--- src/rtl/lbus_sclk_clk_bridge_pkg.sv ---
// Shared types and widths for the SPI local-bus to register-map clock bridge.
package lbus_pkg;

  localparam int unsigned LBUS_ADDR_W = 16;
  localparam int unsigned LBUS_DATA_W = 8;
  localparam int unsigned LBUS_CNT_W  = 16;

  typedef enum logic [2:0] {
    ARM,
    IDLE,
    CAPTURE,
    STROBE,
    RDCAP,
    WAIT_LOW
  } lbus_state_e;

endpackage

--- src/rtl/lbus_sclk_clk_bridge_if.sv ---
// Local-bus bundle: sclk-side request/data, regmap strobes and debug status.
interface lbus_sclk_clk_bridge_if
  import lbus_pkg::*;
#(
  parameter int unsigned ADDR_W = LBUS_ADDR_W,
  parameter int unsigned DATA_W = LBUS_DATA_W
);

  logic                  rd_en_sclk;
  logic                  wr_en_sclk;
  logic [ADDR_W-1:0]     address_sclk;
  logic [DATA_W-1:0]     wdata_sclk;
  logic [DATA_W-1:0]     rdata_reg;
  logic                  clr_status;
  logic                  rd_strobe;
  logic                  wr_strobe;
  logic [ADDR_W-1:0]     address;
  logic [DATA_W-1:0]     wdata;
  logic [DATA_W-1:0]     rdata;
  logic                  overrun;
  logic [LBUS_CNT_W-1:0] xfer_count;

  modport master (
    input  rd_en_sclk, wr_en_sclk, address_sclk, wdata_sclk, rdata_reg, clr_status,
    output rd_strobe, wr_strobe, address, wdata, rdata, overrun, xfer_count
  );

  modport slave (
    output rd_en_sclk, wr_en_sclk, address_sclk, wdata_sclk, rdata_reg, clr_status,
    input  rd_strobe, wr_strobe, address, wdata, rdata, overrun, xfer_count
  );

endinterface

--- src/rtl/lbus_bit_sync.sv ---
// Single-bit multi-flop synchroniser into the clk domain.
module lbus_bit_sync #(
  parameter int unsigned SYNC_STAGES = 2
) (
  input  logic clk,
  input  logic rst_n,
  input  logic d,
  output logic q
);

  logic [SYNC_STAGES-1:0] chain;

  always_ff @(posedge clk or negedge rst_n) begin
    if (!rst_n) chain <= '0;
    else        chain <= {chain[SYNC_STAGES-2:0], d};
  end

  assign q = chain[SYNC_STAGES-1];

endmodule

--- src/rtl/lbus_sclk_clk_bridge.sv ---
// Moves SPI-slave local-bus requests from sclk into clk as single rd/wr strobes,
// captures address/wdata, holds read data, and keeps overrun/transfer debug status.
module lbus_sclk_clk_bridge
  import lbus_pkg::*;
#(
  parameter int unsigned ADDR_W      = LBUS_ADDR_W,
  parameter int unsigned DATA_W      = LBUS_DATA_W,
  parameter int unsigned SYNC_STAGES = 2
) (
  input logic                    clk,
  input logic                    rst_n,
  lbus_sclk_clk_bridge_if.master bus
);

  localparam int unsigned WARM_W = 3;

  lbus_state_e           state_q, state_nxt;
  logic                  rd_s, wr_s;
  logic                  rd_prev_q, wr_prev_q, rd_rise_q, wr_rise_q;
  logic                  other_rise_c;
  logic                  is_wr_q, is_wr_nxt;
  logic [WARM_W-1:0]     warm_q, warm_nxt;
  logic                  rd_strobe_q, rd_strobe_nxt, wr_strobe_q, wr_strobe_nxt;
  logic [ADDR_W-1:0]     address_q, address_nxt;
  logic [DATA_W-1:0]     wdata_q, wdata_nxt, rdata_q, rdata_nxt;
  logic                  overrun_q, overrun_nxt;
  logic [LBUS_CNT_W-1:0] xfer_q, xfer_nxt;

  lbus_bit_sync #(.SYNC_STAGES(SYNC_STAGES)) u_rd_sync (
    .clk(clk), .rst_n(rst_n), .d(bus.rd_en_sclk), .q(rd_s)
  );

  lbus_bit_sync #(.SYNC_STAGES(SYNC_STAGES)) u_wr_sync (
    .clk(clk), .rst_n(rst_n), .d(bus.wr_en_sclk), .q(wr_s)
  );

  // Registered 0->1 detect on the synchronised levels
  always_ff @(posedge clk or negedge rst_n) begin
    if (!rst_n) begin
      rd_prev_q <= 1'b0;
      wr_prev_q <= 1'b0;
      rd_rise_q <= 1'b0;
      wr_rise_q <= 1'b0;
    end else begin
      rd_prev_q <= rd_s;
      wr_prev_q <= wr_s;
      rd_rise_q <= rd_s & ~rd_prev_q;
      wr_rise_q <= wr_s & ~wr_prev_q;
    end
  end

  assign other_rise_c = is_wr_q ? rd_rise_q : wr_rise_q;

  always_ff @(posedge clk or negedge rst_n) begin
    if (!rst_n) begin
      state_q     <= ARM;
      is_wr_q     <= 1'b0;
      warm_q      <= '0;
      rd_strobe_q <= 1'b0;
      wr_strobe_q <= 1'b0;
      address_q   <= '0;
      wdata_q     <= '0;
      rdata_q     <= '0;
      overrun_q   <= 1'b0;
      xfer_q      <= '0;
    end else begin
      state_q     <= state_nxt;
      is_wr_q     <= is_wr_nxt;
      warm_q      <= warm_nxt;
      rd_strobe_q <= rd_strobe_nxt;
      wr_strobe_q <= wr_strobe_nxt;
      address_q   <= address_nxt;
      wdata_q     <= wdata_nxt;
      rdata_q     <= rdata_nxt;
      overrun_q   <= overrun_nxt;
      xfer_q      <= xfer_nxt;
    end
  end

  always_comb begin
    state_nxt     = state_q;
    is_wr_nxt     = is_wr_q;
    warm_nxt      = warm_q;
    rd_strobe_nxt = 1'b0;
    wr_strobe_nxt = 1'b0;
    address_nxt   = address_q;
    wdata_nxt     = wdata_q;
    rdata_nxt     = rdata_q;
    overrun_nxt   = overrun_q;
    xfer_nxt      = xfer_q;

    if ((state_q inside {CAPTURE, STROBE, RDCAP, WAIT_LOW}) && other_rise_c)
      overrun_nxt = 1'b1;

    case (state_q)
      // Let the synchronisers fill before trusting the levels, so an enable
      // already high at reset release never looks like a fresh request.
      ARM: begin
        if (warm_q < WARM_W'(SYNC_STAGES)) warm_nxt = warm_q + WARM_W'(1);
        else if (!rd_s && !wr_s)           state_nxt = IDLE;
      end
      IDLE: begin
        if (wr_rise_q) begin
          state_nxt = CAPTURE;
          is_wr_nxt = 1'b1;
          if (rd_rise_q) overrun_nxt = 1'b1;
        end else if (rd_rise_q) begin
          state_nxt = CAPTURE;
          is_wr_nxt = 1'b0;
        end
      end
      CAPTURE: begin
        address_nxt = bus.address_sclk;
        if (is_wr_q) begin
          wdata_nxt     = bus.wdata_sclk;
          wr_strobe_nxt = 1'b1;
        end else begin
          rd_strobe_nxt = 1'b1;
        end
        xfer_nxt  = xfer_q + LBUS_CNT_W'(1);
        state_nxt = STROBE;
      end
      STROBE:   state_nxt = is_wr_q ? WAIT_LOW : RDCAP;
      RDCAP: begin
        rdata_nxt = bus.rdata_reg;
        state_nxt = WAIT_LOW;
      end
      WAIT_LOW: begin
        if (!(is_wr_q ? wr_s : rd_s)) state_nxt = IDLE;
      end
      default:  state_nxt = ARM;
    endcase

    if (bus.clr_status) begin
      overrun_nxt = 1'b0;
      xfer_nxt    = '0;
    end
  end

  assign bus.rd_strobe  = rd_strobe_q;
  assign bus.wr_strobe  = wr_strobe_q;
  assign bus.address    = address_q;
  assign bus.wdata      = wdata_q;
  assign bus.rdata      = rdata_q;
  assign bus.overrun    = overrun_q;
  assign bus.xfer_count = xfer_q;

endmodule

--- src/flat_wrapper.sv ---
// flat-port wrapper written by rule: the top's interface ports become plain ports
module lbus_sclk_clk_bridge_flat import lbus_pkg::*;
#(
  parameter int unsigned ADDR_W      = LBUS_ADDR_W,
  parameter int unsigned DATA_W      = LBUS_DATA_W,
  parameter int unsigned SYNC_STAGES = 2
)
  (clk, rst_n, bus_rd_en_sclk, bus_wr_en_sclk, bus_address_sclk, bus_wdata_sclk, bus_rdata_reg, bus_clr_status, bus_rd_strobe, bus_wr_strobe, bus_address, bus_wdata, bus_rdata, bus_overrun, bus_xfer_count);
  lbus_sclk_clk_bridge_if #(.ADDR_W(ADDR_W), .DATA_W(DATA_W)) bus_i ();
  input logic clk;
  input logic rst_n;
  input wire logic [$bits(bus_i.rd_en_sclk)-1:0] bus_rd_en_sclk;
  input wire logic [$bits(bus_i.wr_en_sclk)-1:0] bus_wr_en_sclk;
  input wire logic [$bits(bus_i.address_sclk)-1:0] bus_address_sclk;
  input wire logic [$bits(bus_i.wdata_sclk)-1:0] bus_wdata_sclk;
  input wire logic [$bits(bus_i.rdata_reg)-1:0] bus_rdata_reg;
  input wire logic [$bits(bus_i.clr_status)-1:0] bus_clr_status;
  output wire logic [$bits(bus_i.rd_strobe)-1:0] bus_rd_strobe;
  output wire logic [$bits(bus_i.wr_strobe)-1:0] bus_wr_strobe;
  output wire logic [$bits(bus_i.address)-1:0] bus_address;
  output wire logic [$bits(bus_i.wdata)-1:0] bus_wdata;
  output wire logic [$bits(bus_i.rdata)-1:0] bus_rdata;
  output wire logic [$bits(bus_i.overrun)-1:0] bus_overrun;
  output wire logic [$bits(bus_i.xfer_count)-1:0] bus_xfer_count;
  assign bus_i.rd_en_sclk = bus_rd_en_sclk;
  assign bus_i.wr_en_sclk = bus_wr_en_sclk;
  assign bus_i.address_sclk = bus_address_sclk;
  assign bus_i.wdata_sclk = bus_wdata_sclk;
  assign bus_i.rdata_reg = bus_rdata_reg;
  assign bus_i.clr_status = bus_clr_status;
  assign bus_rd_strobe = bus_i.rd_strobe;
  assign bus_wr_strobe = bus_i.wr_strobe;
  assign bus_address = bus_i.address;
  assign bus_wdata = bus_i.wdata;
  assign bus_rdata = bus_i.rdata;
  assign bus_overrun = bus_i.overrun;
  assign bus_xfer_count = bus_i.xfer_count;
  lbus_sclk_clk_bridge #(.ADDR_W(ADDR_W), .DATA_W(DATA_W), .SYNC_STAGES(SYNC_STAGES)) u_core (.clk(clk), .rst_n(rst_n), .bus(bus_i));
endmodule
--- config.mk ---
export PLATFORM = sky130hd
export DESIGN_NAME = lbus_sclk_clk_bridge_flat
export DESIGN_NICKNAME = d
export VERILOG_FILES = /design/src/rtl/lbus_sclk_clk_bridge_pkg.sv /design/src/rtl/lbus_sclk_clk_bridge_if.sv /design/src/rtl/lbus_bit_sync.sv /design/src/rtl/lbus_sclk_clk_bridge.sv /design/src/flat_wrapper.sv
export SDC_FILE = /design/constraint.sdc
export NUM_CORES = 1
export LEC_CHECK = 0
export CAP_MARGIN = 20
export CORE_MARGIN = 5
export CORE_UTILIZATION = 40
export DETAILED_ROUTE_END_ITERATION = 10
export GPL_TIMING_DRIVEN = 0
export PLACE_DENSITY = 0.72
export SKIP_CTS_REPAIR_TIMING = 1
export SYNTH_ARGS = -nofsm -noshare
export SYNTH_HDL_FRONTEND = slang
export SYNTH_HIERARCHICAL = 1
export SYNTH_SLANG_ARGS = --single-unit
export TNS_END_PERCENT = 5
--- constraint.sdc ---
create_clock -name clk -period 2.1 [get_ports clk]
set_input_delay 0.42 -clock clk [delete_from_list [all_inputs] [get_ports clk]]
set_output_delay 0.42 -clock clk [all_outputs]
set_load 0.05 [all_outputs]
==> results of run 1 <==
-- through the flow --
| stage | util, % | worst slack, ns | instance area (um^2) | total power, uW |
|---|---|---|---|---|
| final | 57.6 | 0.0935 | 3850 | 5530 |
| after floorplan | - | 0.298 | 2700 | 3680 |
| after global routing | 57.6 | 0.0420 | 3850 | 5820 |
| after detailed placement | 54.8 | 0.401 | 3660 | 4610 |
| after global placement | 54.9 | -1.56 | 3660 | 4560 |
| after CTS | 57.5 | 0.0305 | 3840 | 5610 |
-- synthesized netlist by cell type, types with 2 or more instances --
library cell / n / area [um^2]
or4_1: 3 / 22.5
nand2b_1: 2 / 12.5
mux2_2: 33 / 372
nor2b_1: 3 / 18.8
ha_1: 2 / 25.0
and2_1: 3 / 18.8
a21oi_1: 9 / 45.0
mux2i_1: 3 / 30.0
o21ai_0: 5 / 25.0
inv_1: 2 / 7.51
nor2_1: 13 / 48.8
nand2_1: 4 / 15.0
xor2_1: 8 / 70.1
or3_1: 3 / 18.8
buf_2: 2 / 10.0
buf_6: 2 / 22.5
o31ai_1: 3 / 22.5
dfrtp_1: 66 / 1650
and3_1: 2 / 12.5
a21o_1: 2 / 15.0
nand4_1: 3 / 18.8
nand3_1: 5 / 25.0
or3_2: 2 / 15.0
or2b_2: 2 / 17.5
nand2_2: 3 / 18.8
-- worst reg2reg max path, cell delays in order (launching register included) --
cell and delay, ns:
dfrtp_1 0.46, nor3b_2 0.28, buf_6 0.18, and2_1 0.13
buf_4 0.17, mux2_2 0.35
-- layout make-up --
| class | instances | area, um^2 |
|---|---|---|
| flip-flops and latches | 66 | 1650 |
| fillers | 567 | 2830 |
| well taps | 80 | 100 |
| clock buffers | 14 | 173 |
| clock inverters | 2 | 10.0 |
| plain buffers | 7 | 57.6 |
| repair buffers | 86 | 863 |
| inverters | 2 | 7.51 |
| multi-input cells | 127 | 987 |
-- worst paths after layout --
path | startpoint | endpoint | slack, ns | cells after the start
max in group asynchronous | rst_n | u_core/bus.address[1]$_DFFE_PN0P_ | 1.41 | 1
max reg2reg | u_core/state_q[2]$_DFFE_PN0P_ | u_core/bus.wdata[1]$_DFFE_PN0P_ | 0.41 | 5
min | rst_n | u_core/bus.address[13]$_DFFE_PN0P_ | 0.18 | 1
min in group clk | bus_clr_status | u_core/bus.xfer_count[14]$_DFFE_PN0P_ | 0.30 | 2
min reg2reg | u_core/u_wr_sync/chain[0]$_DFF_PN0_ | u_core/u_wr_sync/chain[1]$_DFF_PN0_ | 0.35 | 0
max | u_core/bus.xfer_count[7]$_DFFE_PN0P_ | bus_xfer_count[7] | 0.09 | 1
-- kinds of logic after synthesis --
logic type	after synthesis	synth area share (%)
and+or+nand+nor	55	12.0
DFF	66	61.1
muxes	36	14.9
buffers and inverters	9	2.41
adders and majority gates	2	0.925
AOI/OAI and AO/OA	25	5.83
xor gates and xnor gates	9	2.92
-- cells in the final DEF (no fill, tap or decap), types with 3 or more instances in the layout --
cell,count
nand3_1,5
clkbuf_8,13
or3_1,3
a21oi_1,9
or4_1,3
o31ai_1,3
xor2_1,8
clkbuf_1,3
nand2_2,3
nand4_1,3
mux2i_1,3
mux2_2,33
clkdlybuf4s50_1,83
dfrtp_1,66
nand2_1,4
and2_1,3
o21ai_0,5
nor2_1,13
nor2b_1,3
-- report_power, final --
group          leakage [uW]  switching (uW)  internal [uW]
registers          0.000829             215           1650
logic              0.000742            1640           1050
clock network     0.0000965             451            523
total               0.00167            2300           3220
-- metal layers --
layer | vias to the layer above | track usage [%] | share of wire, %
met1 | 920 | 16.9 | 41
met5 | - | 0 | 0
met4 | 0 | 7.05 | 2.1
met3 | 11 | 6.56 | 11
li1 | 904 | - | -
met2 | 67 | 21.0 | 46
==> impl_metrics.toml, run 1 <==
[route]
wl_um = 5600
wire_per_inst_um = 14.6
firstDrtPassIters = 4
via_per_inst = 4.95
vias = 1902
drt_iter0_drc = 88
drtAntennaViolNets = 0
drc = 0

[cts]
clockBufferDepth = 2
cts_sinks = 66
clk_latency_ns = 0.33
clk_pin_slew_ns = 0.07
cts_root_buf = "clkbuf_8"
cts_tree = "done"
ctsHtreeMaxLevel = 3
cts_buffers = 9

[die]
rows = 30
die_area_um2 = 8500
fp.dieW_um = 92.2
pin_count = 88
start_util_pct = 40.5
fp.dieH_um = 92.2
core_um2 = 6680

[synth]
avgSynthCellArea_um2 = 13.4
synth_fp_nets = 241
seq_area_frac_synth_pct = 61.1
async_reset_ff_share_pct = 100
yosys.cell_types.count = 42
synthCells = 202
synth-warning-count = 6
synth-edff-count = 0
synth_flop_cell = "dfrtp_1"
ys_seq_elements = 66
synth_area_um2 = 2700

[setup_path]
worstPathCellList = "clkdlybuf4s50_1"
cp_data_arrival_time_ns = 1.59
worst_setup_path_start_kind = "flip-flop"
crit_required_ns = 1.68
worst-setup-path-type = "reg -> out"
critPathCaptureType = "output port"
slowest_stage = "clkdlybuf4s50_1"
path_buf_inv = 1
crit_family = "buffers and inverters"
cp_slowest_stage_delay_ns = 0.83
cp_max_fo = 5

[timing]
slew_viol_final = 0
rsz0062_at_grt = "false"
tns_ns = 0
fin_crit_ns = 2.01
finalCritPeriodShare_pct = 95.5
tightest_slew_ns = 0.789
hold_violations = 0
whs_ns = 0.182
clock-skew-final_ns = 0.00576
slew_headroom_pct = 47.4
clock.fmax_ghz = 0.498
setup_viol = 0

[worst_hold_path]
hold_path_class = "in -> async"

[placed_design]
hpwl_um = 4020
gp_congestion = 0.734
port_buffers = 86
placedCellCount = 368

[pwr]
power_leakage_uw = 0.00167
power-per-cell-area_nw_per_um2 = 1440
ir_drop_mv = 0.867

[grt]
grt_pass1_vias = 1988
antenna_found_initial = 0
grt_max_degree = 67
grt_first_pass_wirelength_um = 9360
grt_util_all_layers_pct = 14.0
grt-ovfl-total = 0

[final_layout]
area_growth_pct = 42.4
drive_gt1_share_pct = 22.4
nets = 338
fin_cells = 384
diodes = 0

[run_status]
outcome = "finished, final reports clean"

[flow_run]
cap_violations = 0
No activity file was read; power rests on OpenSTA's default activity.
==> inputs of run 2 (changes only) <==
ABC_AREA = 0   (was unset)
==> results of run 2 <==
Same layout as run 1: the final DEF is identical, and so are final timing and power.
==> inputs of run 3 (changes only) <==
CTS_CLUSTER_DIAMETER = 120   (was unset)
==> results of run 3 <==
Same layout as run 1: the final DEF is identical, and so are final timing and power.
